File: config.mk
export PLATFORM = sky130hd
export DESIGN_NAME = imm_gen_pipe_flat
export DESIGN_NICKNAME = d
export VERILOG_FILES = /design/src/rtl/imm_gen_if.sv /design/src/rtl/imm_gen_pipe.sv /design/src/flat_wrapper.sv
export SDC_FILE = /design/constraint.sdc
export NUM_CORES = 1
export LEC_CHECK = 0
export ABC_AREA = 1
export CORE_MARGIN = 2
export CORE_UTILIZATION = 47
export CTS_CLUSTER_DIAMETER = 80
export DETAILED_ROUTE_END_ITERATION = 10
export PLACE_DENSITY = 0.74
export SLEW_MARGIN = 15
export SYNTH_ARGS = -nofsm -noshare
export SYNTH_HDL_FRONTEND = slang
export SYNTH_SLANG_ARGS = --single-unit
File: constraint.sdc
create_clock -name clk -period 1.7 [get_ports clk]
set_clock_uncertainty 0.2 [all_clocks]
set_input_delay 0.34 -clock clk [delete_from_list [all_inputs] [get_ports clk]]
set_output_delay 0.34 -clock clk [all_outputs]
set_load 0.05 [all_outputs]
File: src/rtl/imm_gen_if.sv
// rtl/imm_gen_if.sv - handshake bundle between decode and the registered immediate generator
interface imm_gen_if #(
  parameter int XLEN  = 32,
  parameter int TAG_W = 5,
  parameter int CNT_W = 8
);
  logic             in_valid;
  logic             in_ready;
  logic [24:0]      in_imm;
  logic [2:0]       in_sel;
  logic [TAG_W-1:0] in_tag;
  logic             flush;
  logic             out_valid;
  logic             out_ready;
  logic [XLEN-1:0]  out_imm;
  logic [TAG_W-1:0] out_tag;
  logic             out_illegal;
  logic [CNT_W-1:0] illegal_cnt;

  modport master (
    output in_valid, in_imm, in_sel, in_tag, flush, out_ready,
    input  in_ready, out_valid, out_imm, out_tag, out_illegal, illegal_cnt
  );

  modport slave (
    input  in_valid, in_imm, in_sel, in_tag, flush, out_ready,
    output in_ready, out_valid, out_imm, out_tag, out_illegal, illegal_cnt
  );
endinterface

File: src/rtl/imm_gen_pipe.sv
// rtl/imm_gen_pipe.sv - registered immediate extender behind a 2-entry skid buffer
// Defining IMMGEN_ZICSR_EN makes in_sel=101 a legal zero-extended CSR uimm format.
module imm_gen_pipe #(
  parameter int XLEN  = 32,
  parameter int TAG_W = 5,
  parameter int CNT_W = 8
) (
  input logic     clk,
  input logic     rst_n,
  imm_gen_if.slave bus
);
  localparam logic [1:0] EMPTY = 2'd0;
  localparam logic [1:0] ONE   = 2'd1;
  localparam logic [1:0] FULL  = 2'd2;

  localparam logic [2:0] SEL_I = 3'b000;
  localparam logic [2:0] SEL_S = 3'b001;
  localparam logic [2:0] SEL_B = 3'b010;
  localparam logic [2:0] SEL_J = 3'b011;
  localparam logic [2:0] SEL_U = 3'b100;
  localparam logic [2:0] SEL_Z = 3'b101;

`ifdef IMMGEN_ZICSR_EN
  localparam bit ZICSR_EN = 1'b1;
`else
  localparam bit ZICSR_EN = 1'b0;
`endif

  localparam logic [CNT_W-1:0] CNT_MAX = '1;

  logic [1:0]       count;
  logic [XLEN-1:0]  e0_imm, e1_imm;
  logic [TAG_W-1:0] e0_tag, e1_tag;
  logic             e0_ill, e1_ill;
  logic [CNT_W-1:0] cnt;

  logic [31:0]      ext32;
  logic             ext_ill;
  logic [XLEN-1:0]  ext_imm;
  logic             s;
  logic             can_accept, has_head, push, pop;

  assign s = bus.in_imm[24];

  // Bit 31 of ext32 is always the correct fill bit for the upper half:
  // the sign for I/S/B/J/U, and zero for Z and illegal beats.
  always_comb begin
    ext32   = '0;
    ext_ill = 1'b0;
    case (bus.in_sel)
      SEL_I: ext32 = {{20{s}}, bus.in_imm[24:13]};
      SEL_S: ext32 = {{20{s}}, bus.in_imm[24:18], bus.in_imm[4:0]};
      SEL_B: ext32 = {{20{s}}, bus.in_imm[0], bus.in_imm[23:18], bus.in_imm[4:1], 1'b0};
      SEL_J: ext32 = {{12{s}}, bus.in_imm[12:5], bus.in_imm[13], bus.in_imm[23:14], 1'b0};
      SEL_U: ext32 = {bus.in_imm[24:5], 12'b0};
      SEL_Z: begin
        if (ZICSR_EN) ext32   = {27'b0, bus.in_imm[12:8]};
        else          ext_ill = 1'b1;
      end
      default: ext_ill = 1'b1;
    endcase
  end

  generate
    if (XLEN > 32) begin : g_wide
      assign ext_imm = {{(XLEN-32){ext32[31]}}, ext32};
    end else begin : g_narrow
      assign ext_imm = ext32;
    end
  endgenerate

  assign can_accept = (count != FULL);
  assign has_head   = (count == ONE) || (count == FULL);
  assign push       = bus.in_valid & can_accept & ~bus.flush;
  assign pop        = has_head & bus.out_ready & ~bus.flush;

  always_ff @(posedge clk or negedge rst_n) begin
    if (!rst_n) begin
      count  <= EMPTY;
      e0_imm <= '0;
      e0_tag <= '0;
      e0_ill <= 1'b0;
      e1_imm <= '0;
      e1_tag <= '0;
      e1_ill <= 1'b0;
    end else if (bus.flush) begin
      count <= EMPTY;
    end else begin
      case (count)
        EMPTY: begin
          if (push) begin
            e0_imm <= ext_imm;
            e0_tag <= bus.in_tag;
            e0_ill <= ext_ill;
            count  <= ONE;
          end
        end
        ONE: begin
          if (push && pop) begin
            e0_imm <= ext_imm;
            e0_tag <= bus.in_tag;
            e0_ill <= ext_ill;
          end else if (push) begin
            e1_imm <= ext_imm;
            e1_tag <= bus.in_tag;
            e1_ill <= ext_ill;
            count  <= FULL;
          end else if (pop) begin
            count <= EMPTY;
          end
        end
        FULL: begin
          if (pop) begin
            e0_imm <= e1_imm;
            e0_tag <= e1_tag;
            e0_ill <= e1_ill;
            count  <= ONE;
          end
        end
        default: count <= EMPTY;
      endcase
    end
  end

  // Flush deliberately leaves the counter alone; only reset clears it.
  always_ff @(posedge clk or negedge rst_n) begin
    if (!rst_n) begin
      cnt <= '0;
    end else if (push && ext_ill && (cnt != CNT_MAX)) begin
      cnt <= cnt + 1'b1;
    end
  end

  assign bus.in_ready    = can_accept;
  assign bus.out_valid   = has_head;
  assign bus.out_imm     = e0_imm;
  assign bus.out_tag     = e0_tag;
  assign bus.out_illegal = e0_ill;
  assign bus.illegal_cnt = cnt;
endmodule

File: src/flat_wrapper.sv
// flat-port wrapper written by rule: the top's interface ports become plain ports
module imm_gen_pipe_flat 
#(
  parameter int XLEN  = 32,
  parameter int TAG_W = 5,
  parameter int CNT_W = 8
)
  (clk, rst_n, bus_in_valid, bus_in_imm, bus_in_sel, bus_in_tag, bus_flush, bus_out_ready, bus_in_ready, bus_out_valid, bus_out_imm, bus_out_tag, bus_out_illegal, bus_illegal_cnt);
  imm_gen_if #(.XLEN(XLEN), .TAG_W(TAG_W), .CNT_W(CNT_W)) bus_i ();
  input logic clk;
  input logic rst_n;
  input wire logic [$bits(bus_i.in_valid)-1:0] bus_in_valid;
  input wire logic [$bits(bus_i.in_imm)-1:0] bus_in_imm;
  input wire logic [$bits(bus_i.in_sel)-1:0] bus_in_sel;
  input wire logic [$bits(bus_i.in_tag)-1:0] bus_in_tag;
  input wire logic [$bits(bus_i.flush)-1:0] bus_flush;
  input wire logic [$bits(bus_i.out_ready)-1:0] bus_out_ready;
  output wire logic [$bits(bus_i.in_ready)-1:0] bus_in_ready;
  output wire logic [$bits(bus_i.out_valid)-1:0] bus_out_valid;
  output wire logic [$bits(bus_i.out_imm)-1:0] bus_out_imm;
  output wire logic [$bits(bus_i.out_tag)-1:0] bus_out_tag;
  output wire logic [$bits(bus_i.out_illegal)-1:0] bus_out_illegal;
  output wire logic [$bits(bus_i.illegal_cnt)-1:0] bus_illegal_cnt;
  assign bus_i.in_valid = bus_in_valid;
  assign bus_i.in_imm = bus_in_imm;
  assign bus_i.in_sel = bus_in_sel;
  assign bus_i.in_tag = bus_in_tag;
  assign bus_i.flush = bus_flush;
  assign bus_i.out_ready = bus_out_ready;
  assign bus_in_ready = bus_i.in_ready;
  assign bus_out_valid = bus_i.out_valid;
  assign bus_out_imm = bus_i.out_imm;
  assign bus_out_tag = bus_i.out_tag;
  assign bus_out_illegal = bus_i.out_illegal;
  assign bus_illegal_cnt = bus_i.illegal_cnt;
  imm_gen_pipe #(.XLEN(XLEN), .TAG_W(TAG_W), .CNT_W(CNT_W)) u_core (.clk(clk), .rst_n(rst_n), .bus(bus_i));
endmodule
==> flow_metrics.tcl, run 1 <==
set metrics [dict create \
    power.density_nw_per_um2 1680 \
    grt_pass1_vias 4560 \
    dp.final_hpwl_mm 8.44 \
    max_clock_freq_mhz 488 \
    nets 797 \
    final_util_pct 78.3 \
    setup_violations 88 \
    hold_viol_final 0 \
    drive_above_1_share_pct 30.6 \
    arrival_ns 2.16 \
    grt_setup_unrepaired "true" \
    clock-sinks 86 \
    ys_seq_area_share_pct 48.4 \
    stdcell_count 870 \
    dp_cells 832 \
    coreArea_um2 9200 \
    drt_pass1_iterations 5 \
    route.detailed.drc 0 \
    wl_per_cell_um 17.0 \
    grt_pass1_wl_mm 21.5 \
    yosys_warnings 0 \
    grt.total_usage_pct 26.6 \
    synth.area.top_cells "dfrtp_1, nand2_1, nand3_1" \
    reg2reg_from "u_core.count[0]$_DFFE_PN0P_" \
    vdd_drop_max_uv 1080 \
    setup-tns-final_ns -21.00 \
    hold_path_class "input pin to async pin" \
    yosys.area.top_type_share_pct 48.4 \
    worstReg2RegEnd "u_core.bus.out_imm[3]$_DFFE_PN0P_" \
    cts-root-buf "clkbuf_8" \
    maxCapViolations 0 \
    floorplan.io_pins 86 \
    route.antenna.remaining_nets 0 \
    cp-end-kind "register" \
    place_area_um2 6260 \
    fin_crit_ns 2.05 \
    cts_tree "built" \
    final_max_slew_viol_count 0 \
    grt_overflow 0 \
    gp_congestion 0.885 \
    status "complete, but fails checks" \
    period_share_pct 121 \
    initialDrtViolationCount 451 \
    syn_inst 619 \
    path_max_fanout 23 \
    path_clk_slew_ns 0.10 \
    cp.required_ns 1.81 \
    netlist_area_um2 4450 \
    r2r_cells 9 \
    ys_ff_latch 86 \
    num_antenna_cells 0 \
    area_delta_synth_final_pct 61.9 \
    setup_ws_ns -0.351 \
    antenna_found_initial 0 \
    start_util_pct 48.4 \
    die-width_um 101 \
    total_power_mw 12.1 \
    port_buffers 85 \
    die_height_um 101 \
    routed_via_density 5.59 \
    mostFrequentLayoutCells "nand2_1, dfrtp_1, buf_12" \
    max-clock-path-buffers 2 \
    leakagePower_nw 3.75 \
    synth_nets 662 \
    path_class "register to register" \
    violations "negative setup slack" \
    cts_made_buffers 9 \
    finalWirelength_mm 14.8 \
    h-tree-depth 3 \
    stdcell_area_um2 7200 \
    tightest_slew_ns 0.507 \
    floorplan.rows 35 \
    pre_cts_ws_ns -0.402 \
    yosysTopAreaCell "dfrtp_1" \
    avgSynthCellArea_um2 7.19 \
    r2r_setup_slack_ns -0.35 \
    clock_latency_ns 0.37 \
    synth.distinct_cells 25 \
    relSlewSlack_pct 65.8 \
    worst_setup_path_start_kind "register" \
    die-area_um2 10300 \
    routed-via-count 4859 \
    fin_hold_ws_ns 0.226 \
    grt_max_degree 39 \
    layout_commonest_cell "nand2_1" \
]
-- worst max path at each step --
stage	slack (ns)	to	cells after the start	from
3_5_place_dp	-0.40	u_core.e1_tag[1]$_DFFE_PN0P_	9	bus_flush
2_1_floorplan	-0.19	u_core.bus.out_illegal$_DFFE_PN0P_	11	u_core.count[0]$_DFFE_PN0P_
4_1_cts	-0.26	u_core.bus.out_imm[25]$_DFFE_PN0P_	11	u_core.count[1]$_DFFE_PN0P_
3_3_place_gp	-0.34	u_core.bus.out_imm[2]$_DFFE_PN0P_	10	bus_out_ready
5_1_grt	-0.41	u_core.bus.out_imm[2]$_DFFE_PN0P_	9	u_core.count[0]$_DFFE_PN0P_
6_report	-0.35	u_core.bus.out_imm[3]$_DFFE_PN0P_	9	u_core.count[0]$_DFFE_PN0P_
-- worst max-delay path, stage by stage (launching register included) --
cell and delay [ns]:
dfrtp_1 0.40, buf_4 0.14, buf_4 0.13, ha_1 0.23, nor2_1 0.21, nand2_1 0.14, nor2_4 0.17, buf_12 0.19
nand3_1 0.10, nand2_1 0.08
-- flip-flops by register name (all words and copies together), names as in the netlist --
register                count
u_core.count                2
u_core.bus.illegal_cnt      8
u_core.e1_ill               1
u_core.bus.out_tag          5
u_core.bus.out_imm         32
u_core.e1_tag               5
u_core.e1_imm              32
u_core.bus.out_illegal      1
-- layer usage --
| layer | GRT usage (%) | up-vias | wire (µm) |
|---|---|---|---|
| li1 | - | 2202 | - |
| met1 | 34.6 | 2299 | 5660 |
| met2 | 43.7 | 298 | 7370 |
| met3 | 5.18 | 60 | 1180 |
| met4 | 11.4 | 0 | 575 |
| met5 | 0 | - | 0 |
-- kinds of logic after synthesis --
group / Yosys count / share of synthesized area, %
compound gates: 48 / 5.60
simple gates: 400 / 36.1
xor+xnor: 5 / 0.984
fa+ha+maj: 5 / 1.41
buf+inv: 75 / 7.54
flops: 86 / 48.4
-- layout make-up --
cell class	count	area, µm²
Fill cell	546	1990
Sequential cell	86	2160
Inverter	44	184
Clock buffer	11	151
Timing Repair Buffer	152	2110
Timing Repair inverter	3	38.8
Tap cell	111	139
Clock inverter	5	65.1
Multi-Input combinational cell	458	2360
-- cells in the mapped netlist --
cell and instances:
nand2_1 319, nor2_2 3, inv_4 1, buf_2 13, o21ai_1 8, clkbuf_1 10, nor2_1 19, a31oi_1 4
buf_1 1, clkbuf_2 1, inv_2 2, nand3_1 43, a21oi_2 1, inv_1 41, nand3b_1 1, nor2_4 1
buf_4 3, a21oi_1 1, xor2_1 5, nor3_1 3, dfrtp_1 86, ha_1 5, o21ai_0 34, nand4_1 11
buf_6 3
-- power breakdown --
group | internal, mW | switching, mW
registers | 2.90 | 0.789
clock network | 0.776 | 0.812
logic | 3.13 | 3.68
total | 6.81 | 5.28
-- timing repair --
| action | 4_1_cts | 5_1_grt |
|---|---|---|
| hold endpoints to repair | 35 | 0 |
| pin swaps | 14 | 15 |
| endpoints found under the setup margin | 88 | 88 |
| gates cloned | 5 | 5 |
| resized for setup | 52 | 90 |
| hold buffers | 1 | 0 |
| buffers inserted | 9 | 4 |
Note: power is estimated with default switching activity, not from simulation.
==> run 2: changes to the inputs <==
- CORE_MARGIN: 2 -> not set
- CORE_UTILIZATION: 47 -> 52
- PLACE_DENSITY: 0.74 -> 0.78
- clock period: 1.7 -> 2.3 ns (I/O delays scaled with it)
==> run 2 against run 1 <==
  * The run now ends clean
  * Combinational power is 47% lower
  * Total power is 40% lower
  * Hold slack better by 0.048 ns
  * Setup slack better by 0.40 ns
  * Sequential power is 32% lower
  * Largest power group unchanged
==> flow_metrics.tcl, run 2 (synthesis gave the netlist of run 1 again) <==
set metrics [dict create \
    slowest_stage "clkdlybuf4s50_1" \
    clock_latency_ns 0.35 \
    route.detailed.drc 0 \
    clock-sinks 86 \
    crit_family "buffers and inverters" \
    grt_setup_unrepaired "false" \
    setup-tns-final_ns 0 \
    cts_made_buffers 9 \
    drt_pass1_iterations 5 \
    port_buffers 85 \
    route.antenna.remaining_nets 0 \
    max-clock-path-buffers 2 \
    status "complete, no violations" \
    cp.required_ns 1.64 \
    mostFrequentLayoutCells "nand2_1, dfrtp_1, clkdlybuf4s50_1" \
    cp-end-kind "primary output" \
    layout_commonest_cell "nand2_1" \
    drive_above_1_share_pct 7.80 \
    max_clock_freq_mhz 444 \
    area_delta_synth_final_pct 29.7 \
    hold_path_class "register to register" \
    power_frac_clock_pct 16.1 \
    crit_chain "clkdlybuf4s50_1" \
    start_util_pct 53.9 \
    leakagePower_nw 3.05 \
    path_class "register to primary output" \
    arrival_ns 1.59 \
    num_antenna_cells 0 \
    die-width_um 94.5 \
    tightest_slew_ns 0.517 \
    p_int_mw 3.96 \
    fill_cells 699 \
    power.density_nw_per_um2 1260 \
    grt_pass1_wl_mm 18.6 \
    cp_num_buf_inv 1 \
    relSlewSlack_pct 65.4 \
    grt_max_degree 40 \
    routed_via_density 5.25 \
    routed-via-count 4317 \
    floorplan.rows 33 \
    worst_setup_path_start_kind "register" \
    finalWirelength_mm 11.5 \
    h-tree-depth 3 \
    switching_share_pct 45.4 \
    path_max_fanout 4 \
    vdd_drop_max_uv 943 \
    seqPwrFrac_pct 34.4 \
    antenna_found_initial 0 \
    setup_violations 0 \
    cts-root-buf "clkbuf_8" \
    period_share_pct 97.9 \
    final_max_slew_viol_count 0 \
    gp_congestion 0.858 \
    initialDrtViolationCount 306 \
    nets 757 \
    maxCapViolations 0 \
    die_height_um 94.5 \
    hold_viol_final 0 \
    final_util_pct 69.8 \
    grt_overflow 0 \
    wl_per_cell_um 14.0 \
    grt_pass1_vias 3991 \
    die-area_um2 8930 \
    coreArea_um2 8260 \
    grt.total_usage_pct 26.8 \
    fin_crit_ns 2.25 \
    dp_cells 803 \
    stdcell_area_um2 5770 \
    dp.final_hpwl_mm 7.93 \
    stdcell_count 823 \
    path_clk_slew_ns 0.08 \
    p_sw_mw 3.30 \
    floorplan.io_pins 86 \
    power_frac_comb_pct 49.5 \
    slowest_delay_ns 0.82 \
    place_area_um2 5480 \
    cts_tree "built" \
]
==> run 2: metal layers <==
layer / global-route usage, % / up-vias / part of all wire [%]
li1: - / 2116 / -
met2: 43.9 / 169 / 47
met4: 6.06 / 0 / 0.84
met3: 5.07 / 12 / 6.0
met5: 0 / - / 0
met1: 36.9 / 2020 / 46
==> run 2: what timing repair did <==
item                                    CTS  global route
buffers inserted                          0             3
pin swaps                                 0             1
endpoints found under the setup margin    2            23
hold endpoints to repair                 36             0
cloned                                    0             1
resized for setup                         2             7
hold buffers                              1             0
==> run 2: cell type report <==
cell class	count	area, µm²	area share (%)
Clock inverter	5	83.8	1.45
Multi-Input combinational cell	458	1970	34.2
Clock buffer	10	128	2.21
Inverter	44	170	2.95
Timing Repair Buffer	115	1130	19.6
Sequential cell	86	2150	37.3
Tap cell	105	131	2.28
==> run 2: power by group through the flow <==
stage	clock, mW	combinational [mW]	sequential [mW]
after detailed placement	0	3.51	2.51
after global placement	0	3.44	2.50
after global routing	1.25	3.88	2.57
final	1.17	3.59	2.50
after CTS	1.19	3.53	2.49
after floorplan	0	1.20	3.62
==> run 2: path summary, 6_finish.rpt <==
check,from,to,slack [ns],depth (start not counted)
hold / removal,u_core.bus.out_imm[6]$_DFFE_PN0P_,u_core.bus.out_imm[6]$_DFFE_PN0P_,0.27,2
max in group asynchronous,rst_n,u_core.bus.out_imm[21]$_DFFE_PN0P_,0.87,3
setup reg to reg,u_core.count[0]$_DFFE_PN0P_,u_core.bus.out_imm[22]$_DFFE_PN0P_,0.20,11
setup / recovery,u_core.bus.illegal_cnt[0]$_DFFE_PN0P_,bus_illegal_cnt[0],0.05,1
hold reg to reg,u_core.bus.out_imm[6]$_DFFE_PN0P_,u_core.bus.out_imm[6]$_DFFE_PN0P_,0.27,2
min in group asynchronous,rst_n,u_core.bus.out_imm[10]$_DFFE_PN0P_,0.41,2
==> run 2: through the flow <==
stage	hold WS, ns	worst slack (ns)	power (mW)
after floorplan	-0.0356	0.121	4.82
after global placement	0.254	0.107	5.94
after detailed placement	0.258	-0.0126	6.03
after CTS	0.279	0.0216	7.21
after global routing	0.295	0.00521	7.70
final	0.274	0.0487	7.26
